File: src/rtl/commit_wdog_pkg.sv
// rtl/commit_wdog_pkg.sv - shared state type, sizing constants and popcount for commit_watchdog
package commit_wdog_pkg;

  localparam int MAX_CH = 8;
  localparam int CNT_W  = $clog2(MAX_CH + 1);

  typedef enum logic [1:0] {
    WD_RUN       = 2'd0,
    WD_HALTED    = 2'd1,
    WD_TIMED_OUT = 2'd2
  } wdog_state_t;

  function automatic logic [CNT_W-1:0] popcount(input logic [MAX_CH-1:0] v);
    logic [CNT_W-1:0] n;
    n = '0;
    for (int i = 0; i < MAX_CH; i++) begin
      n = n + CNT_W'(v[i]);
    end
    return n;
  endfunction

endpackage

File: src/rtl/commit_prefix_count.sv
// rtl/commit_prefix_count.sv - exclusive prefix popcounts and total over the commit slots
module commit_prefix_count
  import commit_wdog_pkg::*;
#(
  parameter int NUM_CH = 2
) (
  input  logic [NUM_CH-1:0]            valid,
  output logic [NUM_CH-1:0][CNT_W-1:0] prefix,
  output logic [CNT_W-1:0]             total
);

  logic [MAX_CH-1:0] valid_ext;

  always_comb begin
    valid_ext                = '0;
    valid_ext[NUM_CH-1:0]    = valid;
    total                    = popcount(valid_ext);
    prefix                   = '0;
    // slot i sees only the slots older than itself
    for (int i = 0; i < NUM_CH; i++) begin
      prefix[i] = popcount(valid_ext & ((MAX_CH'(1) << i) - MAX_CH'(1)));
    end
  end

endmodule

File: src/rtl/commit_watchdog.sv
// rtl/commit_watchdog.sv - multi-slot retirement monitor: order numbering, halt idiom, stall timeout
// Optional COMMIT_WDOG_PERF_EN adds per-slot retire counters and a multi-retire cycle counter.
module commit_watchdog
  import commit_wdog_pkg::*;
#(
  parameter  int NUM_CH  = 2,
  parameter  int XLEN    = 32,
  parameter  int ORDER_W = 64,
  parameter  int TIMEOUT = 1000,
  localparam int IDLE_W  = $clog2(TIMEOUT + 2)
) (
  input  logic                      clk,
  input  logic                      rst,
  input  logic                      clr,
  input  logic [NUM_CH-1:0]         commit_valid,
  input  logic [NUM_CH-1:0]         commit_ctrl,
  input  logic [NUM_CH*XLEN-1:0]    commit_pc,
  input  logic [NUM_CH*XLEN-1:0]    commit_next_pc,
  output logic [NUM_CH*ORDER_W-1:0] order_o,
  output logic                      halt,
  output logic                      halted,
  output logic                      timed_out,
  output logic                      protocol_err,
  output logic [IDLE_W-1:0]         idle_cnt
`ifdef COMMIT_WDOG_PERF_EN
  ,
  output logic [NUM_CH*32-1:0]      slot_cnt,
  output logic [31:0]               multi_cnt
`endif
);

  localparam bit                TO_EN    = (TIMEOUT != 0);
  localparam logic [IDLE_W-1:0] TO_THR   = IDLE_W'(TO_EN ? TIMEOUT - 1 : 0);
  localparam logic [IDLE_W-1:0] IDLE_MAX = '1;

  wdog_state_t                 state_q, state_d;
  logic [ORDER_W-1:0]          order_q, order_d;
  logic [IDLE_W-1:0]           idle_q, idle_d;
  logic                        perr_q, perr_d;

  logic                        in_run;
  logic                        halt_seen;
  logic                        gap;
  logic [NUM_CH-1:0]           slot_match;
  logic [NUM_CH-1:0]           eff_valid;
  logic [NUM_CH-1:0][CNT_W-1:0] eff_prefix;
  logic [CNT_W-1:0]            eff_total;

  assign in_run = (state_q == WD_RUN);

  // Slots younger than the first self-loop branch are dropped; the branch itself still retires.
  always_comb begin
    slot_match = '0;
    eff_valid  = '0;
    halt_seen  = 1'b0;
    for (int i = 0; i < NUM_CH; i++) begin
      slot_match[i] = commit_valid[i] && commit_ctrl[i] &&
                      (commit_pc[i*XLEN +: XLEN] == commit_next_pc[i*XLEN +: XLEN]);
      eff_valid[i]  = in_run && commit_valid[i] && !halt_seen;
      halt_seen     = halt_seen | (in_run && slot_match[i]);
    end
  end

  always_comb begin
    gap = 1'b0;
    for (int i = 1; i < NUM_CH; i++) begin
      gap = gap | (commit_valid[i] && !commit_valid[i-1]);
    end
  end

  commit_prefix_count #(
    .NUM_CH (NUM_CH)
  ) u_prefix (
    .valid  (eff_valid),
    .prefix (eff_prefix),
    .total  (eff_total)
  );

  always_comb begin
    state_d = state_q;
    order_d = order_q + ORDER_W'(eff_total);
    idle_d  = idle_q;
    perr_d  = perr_q | gap;

    if (|eff_valid) begin
      idle_d = '0;
    end else if (idle_q != IDLE_MAX) begin
      idle_d = idle_q + IDLE_W'(1);
    end

    // A halting commit always carries a retire, so it can never coincide with a timeout.
    if (in_run) begin
      if (halt_seen) begin
        state_d = WD_HALTED;
      end else if (TO_EN && !(|eff_valid) && (idle_q == TO_THR)) begin
        state_d = WD_TIMED_OUT;
      end
    end

    if (clr) begin
      state_d = WD_RUN;
      idle_d  = '0;
    end
  end

  always_ff @(posedge clk or negedge rst) begin
    if (!rst) begin
      state_q <= WD_RUN;
      order_q <= '0;
      idle_q  <= '0;
      perr_q  <= 1'b0;
    end else begin
      state_q <= state_d;
      order_q <= order_d;
      idle_q  <= idle_d;
      perr_q  <= perr_d;
    end
  end

  // Order numbers are presented for every raw-valid slot so a frozen counter stays visible.
  always_comb begin
    order_o = '0;
    for (int i = 0; i < NUM_CH; i++) begin
      if (commit_valid[i]) begin
        order_o[i*ORDER_W +: ORDER_W] = order_q + ORDER_W'(eff_prefix[i]);
      end
    end
  end

  assign halt         = halt_seen;
  assign halted       = (state_q == WD_HALTED);
  assign timed_out    = (state_q == WD_TIMED_OUT);
  assign protocol_err = perr_q;
  assign idle_cnt     = idle_q;

`ifdef COMMIT_WDOG_PERF_EN
  logic [NUM_CH-1:0][31:0] slot_cnt_q, slot_cnt_d;
  logic [31:0]             multi_cnt_q, multi_cnt_d;

  always_comb begin
    slot_cnt_d = slot_cnt_q;
    for (int i = 0; i < NUM_CH; i++) begin
      slot_cnt_d[i] = slot_cnt_q[i] + 32'(eff_valid[i]);
    end
    multi_cnt_d = multi_cnt_q + 32'(eff_total >= CNT_W'(2));
  end

  always_ff @(posedge clk or negedge rst) begin
    if (!rst) begin
      slot_cnt_q  <= '0;
      multi_cnt_q <= '0;
    end else begin
      slot_cnt_q  <= slot_cnt_d;
      multi_cnt_q <= multi_cnt_d;
    end
  end

  assign slot_cnt  = slot_cnt_q;
  assign multi_cnt = multi_cnt_q;
`endif

endmodule

File: config.mk
export PLATFORM = sky130hd
export DESIGN_NAME = commit_watchdog
export DESIGN_NICKNAME = d
export VERILOG_FILES = /design/src/rtl/commit_wdog_pkg.sv /design/src/rtl/commit_prefix_count.sv /design/src/rtl/commit_watchdog.sv
export SDC_FILE = /design/constraint.sdc
export NUM_CORES = 1
export LEC_CHECK = 0
export ABC_CLOCK_PERIOD_IN_PS = 3700
export BUFFER_PORTS_ARGS = -buffer_cell sky130_fd_sc_hd__buf_2
export CORE_ASPECT_RATIO = 0.9
export CORE_MARGIN = 8
export CORE_UTILIZATION = 50
export DETAILED_ROUTE_END_ITERATION = 16
export GPL_TIMING_DRIVEN = 1
export HOLD_SLACK_MARGIN = 0.03
export PLACE_DENSITY = 0.83
export SYNTH_ARGS = -nofsm -noshare
export SYNTH_HDL_FRONTEND = slang
export SYNTH_SLANG_ARGS = --single-unit
File: constraint.sdc
create_clock -name clk -period 3.7 [get_ports clk]
set_input_delay 0.37 -clock clk [delete_from_list [all_inputs] [get_ports clk]]
set_output_delay 0.37 -clock clk [all_outputs]
set_load 0.01 [all_outputs]
==> metrics.txt, run 1 <==
global-route wire length before repair=36.3 mm; Vias per Instance=approximately 5.7; Synth area leader=dfrtp_1; H-tree Lvls=3; GRT overflow=0; Synth cell types=between 40 and 50; Synth Flop Type=dfrtp_1; Via Count=7215; fraction of registers with async set/reset=between 90% and 100%; Clk pin slew, worst setup/hold paths=~0.06 ns; DRC errors left=0; CP Buf/Inv Count=2; Max Cap Viol=0; fin util=between 60% and 70%; GRT met2 Usage=between 40% and 50%; placed cell count=approximately 1200; clock period minus worst slack=roughly 3.5 ns; drt pass-1 iters=5; pin count of the biggest net entering global routing=78; I/O Pins=around 280; CTS Buffer Depth=2; CP max stage delay=around 0.55 ns; initial DRC count=between 700 and 800; Least-Margin Pin Slew=about 0.99 ns; Worst-Skew Late Latency=about 0.33 ns; Die ar.=17200 um^2; CP arrival=3.15 ns; PwrDens=between 200 and 300 nW/um^2; Final Setup Violations=0; top-area cell type share of the netlist area=about 29%; clock share of power=about 40%; most frequent cell after synthesis=xnor2_1; routed len/inst=roughly 19 um; Seq/Total Area, Yosys=29.1%; Worst path slowest cell=or4b_4; Max Freq=~280 MHz; Placer Congestion=between 0.9 and 1; met3 global-route usage=between 4 and 5%; leakage power=just over 4 nW; Hold WC Path Type=input port to asynchronous set/reset pin; final hold violations=0; root buffer cell=clkbuf_16; sequential cell area=between 1500 and 2000 um^2; starting density of the core=roughly half; Net count, final=around 1200; Tcrit/Tclk final=95.1%; met1 Use GR=around 30%; Synth Net Count=970; multi-input logic area=4560 um^2; CP top delay family=simple AND/OR/NAND/NOR gates; Critical Path Source Type=flop; GRT Overall Usage=25.9%; Sequential Power Share=approximately 39%; Antenna Nets Post-Route=0; TritonCTS clock tree=done; initial antenna violation count=1; fraction of layout cells with a size suffix above 1=31.7%; Hold Buf Count CTS=0; DP HPWL=about 18 mm; row count=40; flops & latches, synth=slightly below 80; die width=137 um; status=finished clean; busiest layer in global routing=met2; Net Sw Power=approximately 760 uW; Cell Int Power=about 1.8 mW; cell area after synthesis=approximately 6600 um^2; switching share of power=between 20% and 30%; FILL cells=roughly 1100; CTS sink count=77; VDD IR max=189 uV; vias in the first global route=7088; CORE AREA=13200 um^2; Slew Viols, Final=0; skew final=~0.012 ns; total wire length=23.3 mm; port bufs=about 280; Worst Setup Path Type=flop to output pin; list of most frequent post-synthesis cells=xnor2_1, nor2_1, dfrtp_1; Power Total=about 2.5 mW; Slew headroom=roughly a third; CP cell instances=nor2_2 -> nand2_1 -> inv_2 -> ha_1 -> nand2_1 -> nor4_4 -> or4b_4 -> or4_1 -> a21oi_1 -> buf_2; Fin Setup TNS=0 ns; Design Area, Final=around 8600 um^2; Layout area overhead=30.1%; Warnings, synthesis=0; Non-Filler Instances=~1300; cell mode on critical path=nand2_1; top post-synthesis cells by area=dfrtp_1, xnor2_1, xor2_1; crit path capture type=output pin; CTS Buf Count=9; Max Fanout on Critical Path=6; average size of a mapped cell=8.01 um^2; Gate power share=between 20 and 25%; Syn Inst Count=827; Die H=approximately 130 um; critical path required time=3.33 ns; Placed Instance Area=slightly above 8000 um^2; Post-synth EDFFs=0
registers in the layout, summed over array words and instances (netlist names):
register and flops:
protocol_err 1, order_q 64, idle_cnt 10, state_q 2
path summary, 6_finish.rpt:
check                                  startpoint                     end  slack, ns  depth (start not counted)
max                        state_q[0]$_DFFE_PN0P_            order_o[111]       0.18                         10
min                                           rst   order_q[25]$_DFF_PN0_       0.21                          1
max reg2reg                state_q[0]$_DFFE_PN0P_   order_q[55]$_DFF_PN0_       0.38                         15
min reg2reg                 order_q[63]$_DFF_PN0_   order_q[63]$_DFF_PN0_       0.50                          1
max in group asynchronous                     rst  state_q[1]$_DFFE_PN0P_       2.86                          1
min in group clk                              clr  state_q[0]$_DFFE_PN0P_       0.35                          2
through the flow:
| step | hold WS, ns | setup WS, ns |
|---|---|---|
| finish | 0.210 | 0.180 |
| global route | 0.291 | -0.0113 |
| CTS | 0.234 | 0.0470 |
| detailed placement | 0.486 | 0.0998 |
| global placement | 0.491 | 0.275 |
| floorplan | 0.0744 | 0.339 |
cells by family after synthesis:
| family | after synthesis | synth area share (%) |
|---|---|---|
| xor+xnor | 163 | 21.6 |
| fa+ha+maj | 8 | 1.62 |
| simple gates | 444 | 37.6 |
| flops | 77 | 29.1 |
| mux | 2 | 0.302 |
| compound gates | 69 | 5.99 |
| buf+inv | 64 | 3.89 |
layout make-up:
class	count	area share [%]
sequential	77	22.4
inverter	15	0.653
timing repair buffer	294	17.6
clock buffer	13	3.25
tap	168	2.44
multi-input combinational	686	52.9
clock inverter	3	0.755
antenna	1	0.0290
routing by layer:
metal / vias up / part of all wire (%)
met2: 409 / 50
met3: 55 / 9.6
met1: 3327 / 37
li1: 3424 / -
met4: 0 / 3.5
met5: - / 0
cell usage in the layout, fill, tap and decap left out, drive strengths merged, types with 2 or more instances in the layout:
cell,n
nor4b,3
nor3,39
nor3b,2
clkbuf,13
dfrtp,77
o31ai,7
buf,294
o311ai,2
nor4,22
nor2b,6
nand4,70
nand3,33
bufinv,2
nor2,79
xor2,75
nand2,59
nand2b,2
mux2i,2
and3,11
or3,25
ha,7
a21oi,28
a31oi,4
and2,68
nand4b,2
o21ai,22
xnor2,88
clkinv,2
inv,14
or2,4
o41ai,2
and4,7
or4,8
power by group through the flow:
| stage | registers [mW] | logic [mW] | clock network (mW) |
|---|---|---|---|
| after floorplan | 0.925 | 0.368 | 0 |
| after global placement | 0.998 | 0.531 | 0 |
| after detailed placement | 0.999 | 0.541 | 0 |
| after CTS | 0.984 | 0.544 | 1.02 |
| after global routing | 0.996 | 0.607 | 1.05 |
| final | 0.988 | 0.551 | 1.01 |
timing repair:
action,4_1_cts,5_1_grt
pin swaps,0,3
resized for setup,3,21
setup endpoints to repair,6,62
buffers inserted,0,4
Note: power is estimated with default switching activity, not from simulation.
==> run 2, diff against run 1 <==
==> constraint.sdc (replaced) <==
create_clock -name clk -period 3.7 [get_ports clk]
set_input_delay 0.555 -clock clk [delete_from_list [all_inputs] [get_ports clk]]
set_output_delay 0.555 -clock clk [all_outputs]
set_load 0.01 [all_outputs]
==> run 2 against run 1 <==
Against the previous run:
- utilization hardly changed
- first-iteration DRC count is 23% lower
- clock skew decreased by 0.0048 ns
- combinational power up 4.5%
- setup slack worse by 0.067 ns
- final cell count grew 1.1%
- sequential power barely moved
- clock power decreased by 17%
- power decreased by 5.7%
- non-clock buffer count up 14
- critical path depth rose by 1
- register-to-register slack worse by 0.15 ns
- critical endpoint is now order_o[103]
- largest power group is now sequential cells
==> metrics.txt, run 2 (synthesized netlist as in run 1, its figures left out) <==
critical path required time=3.14 ns (-0.19 ns); CTS sink count=77 (unchanged); Max Cap Viol=0 (unchanged); I/O Pins=277 (unchanged); Hold WC Path Type=input port to asynchronous set/reset pin; CTS Buf Count=9 (unchanged); TritonCTS clock tree=done; GRT met2 Usage=45.0% (-0.69 points); status=finished clean; CTS Buffer Depth=2 (unchanged); Clk pin slew, worst setup/hold paths=0.06 ns (about the same); crit path capture type=output pin; met3 global-route usage=6.24% (+1.4 points); Worst-Skew Late Latency=0.35 ns (+0.02 ns); Placer Congestion=0.944 (+0.31%); VDD IR max=234 uV (+24%); Layout area overhead=30.1% (about the same); starting density of the core=50.3% (unchanged); Placed Instance Area=8200 um^2 (+1.0%); Die ar.=17200 um^2 (unchanged); placed cell count=1247 (+0.89%); Die H=125 um (unchanged); leakage power=4.06 nW (+0.43%); vias in the first global route=7148 (+0.85%); max FFs per register=64 (unchanged); Power Total=2.40 mW (-5.7%); row count=40 (unchanged); skew final=0.00699 ns (-0.00481 ns); CORE AREA=13200 um^2 (unchanged); RSZ-0062 raised after global routing=true; global-route wire length before repair=36.6 mm (+0.76%); Non-Filler Instances=1271 (+1.1%); initial antenna violation count=1 (unchanged); Hold Buf Count CTS=0 (unchanged); die width=137 um (unchanged); root buffer cell=clkbuf_16; Via Count=7195 (-0.28%); drt pass-1 iters=5 (unchanged); busiest layer in global routing=met2; GRT Overall Usage=26.4% (+0.49 points); multi-input logic area=4510 um^2 (-0.99%); final hold violations=0 (unchanged); Vias per Instance=5.66 (-1.4%); Tcrit/Tclk final=97.0% (+1.8 points); most common cell after layout, fill and taps aside=buf_2; H-tree Lvls=3 (unchanged); port bufs=276 (unchanged); Top reg by flops=order_q; clock period minus worst slack=3.59 ns (+0.0671 ns); CP arrival=3.03 ns (-0.12 ns); Final Setup Violations=0 (unchanged); Max Fanout on Critical Path=5 (-1); Worst Setup Path Type=flop to output pin; Design Area, Final=8620 um^2 (about the same); met1 Use GR=30.4% (+0.87 points); Least-Margin Pin Slew=0.997 ns (+0.0102 ns); Slew headroom=33.5% (-0.68 points); FILL cells=1127 (+0.089%); Slew Viols, Final=0 (unchanged); total wire length=23.3 mm (about the same); GRT overflow=0 (unchanged); PwrDens=279 nW/um^2 (-5.7%); DRC errors left=0 (unchanged); fraction of layout cells with a size suffix above 1=32.2% (+0.44 points); Net count, final=1240 (+1.1%); commonest cells after routing, fill and taps aside=buf_2, xnor2_1, nor2_1, dfrtp_1, xor2_1; Antenna Nets Post-Route=0 (unchanged); initial DRC count=545 (-23%); Critical Path Source Type=flop; routed len/inst=18.4 um (-1.2%); Max Freq=279 MHz (-1.9%); WHS=0.367 ns (+0.157 ns); DP HPWL=18.7 mm (+1.4%); pin count of the biggest net entering global routing=78 (unchanged); sequential cell area=1930 um^2 (about the same)
[run 2: cell count changes in the layout (fill, tap and decap cells not counted), moves of 3 or more]
| cell | before | now |
|---|---|---|
| buf_4 | 19 | 32 |
| nor3_2 | 9 | 2 |
| clkbuf_8 | 4 | 1 |
| nor3_1 | 30 | 37 |
[run 2: worst paths after layout]
path | depth (start not counted) | endpoint | start | slack (ns)
max | 11 | order_o[103] | state_q[0]$_DFFE_PN0P_ | 0.11
min | 1 | order_q[33]$_DFF_PN0_ | rst | 0.37
max reg2reg | 16 | order_q[49]$_DFF_PN0_ | state_q[0]$_DFFE_PN0P_ | 0.23
min reg2reg | 1 | protocol_err$_DFF_PN0_ | protocol_err$_DFF_PN0_ | 0.52
max in group asynchronous | 1 | state_q[0]$_DFFE_PN0P_ | rst | 2.62
min in group clk | 1 | protocol_err$_DFF_PN0_ | protocol_err$_DFF_PN0_ | 0.52
[run 2: area by class of cell]
class / instances / area share [%]
inverter: 15 / 0.653
tap: 168 / 2.44
timing repair buffer: 308 / 18.9
multi-input combinational: 686 / 52.4
clock inverter: 5 / 0.421
clock buffer: 10 / 2.77
sequential: 77 / 22.4
antenna: 2 / 0.0581
[run 2: timing repair]
action,in CTS,in global routing
setup endpoints to repair,13,41
gates resized for setup,4,16
setup buffers,4,3
cloned,0,0
pin swaps,1,2
[run 2: power breakdown]
part           total (mW)  switching (mW)  internal (mW)
clock               0.836           0.365          0.471
sequential          0.991           0.107          0.884
combinational       0.576           0.312          0.264
total                2.40           0.784           1.62
[run 2: through the flow]
stage / utilization (%) / setup TNS (ns) / worst slack [ns]
after floorplan: - / 0 / 0.329
after global placement: 62.3 / 0 / 0.105
after detailed placement: 62.3 / -0.0118 / -0.0118
after CTS: 64.8 / 0 / 0.00443
after global routing: 65.4 / -0.131 / -0.0383
final: 65.5 / 0 / 0.113
[run 2: layer usage]
metal / share of wire [%] / vias up
met3: 8.0 / 59
met2: 50 / 377
li1: - / 3430
met1: 38 / 3329
met4: 3.7 / 0
met5: 0 / -
[run 2: critical path: stages, from the launching register on]
cell	delay, ns
dfrtp_2	0.44
nor2_4	0.14
nand2_2	0.09
inv_2	0.07
buf_4	0.13
ha_4	0.15
nand2_2	0.08
nor4_4	0.30
or4b_4	0.53
or3_1	0.32
a21oi_1	0.25
buf_2	0.18
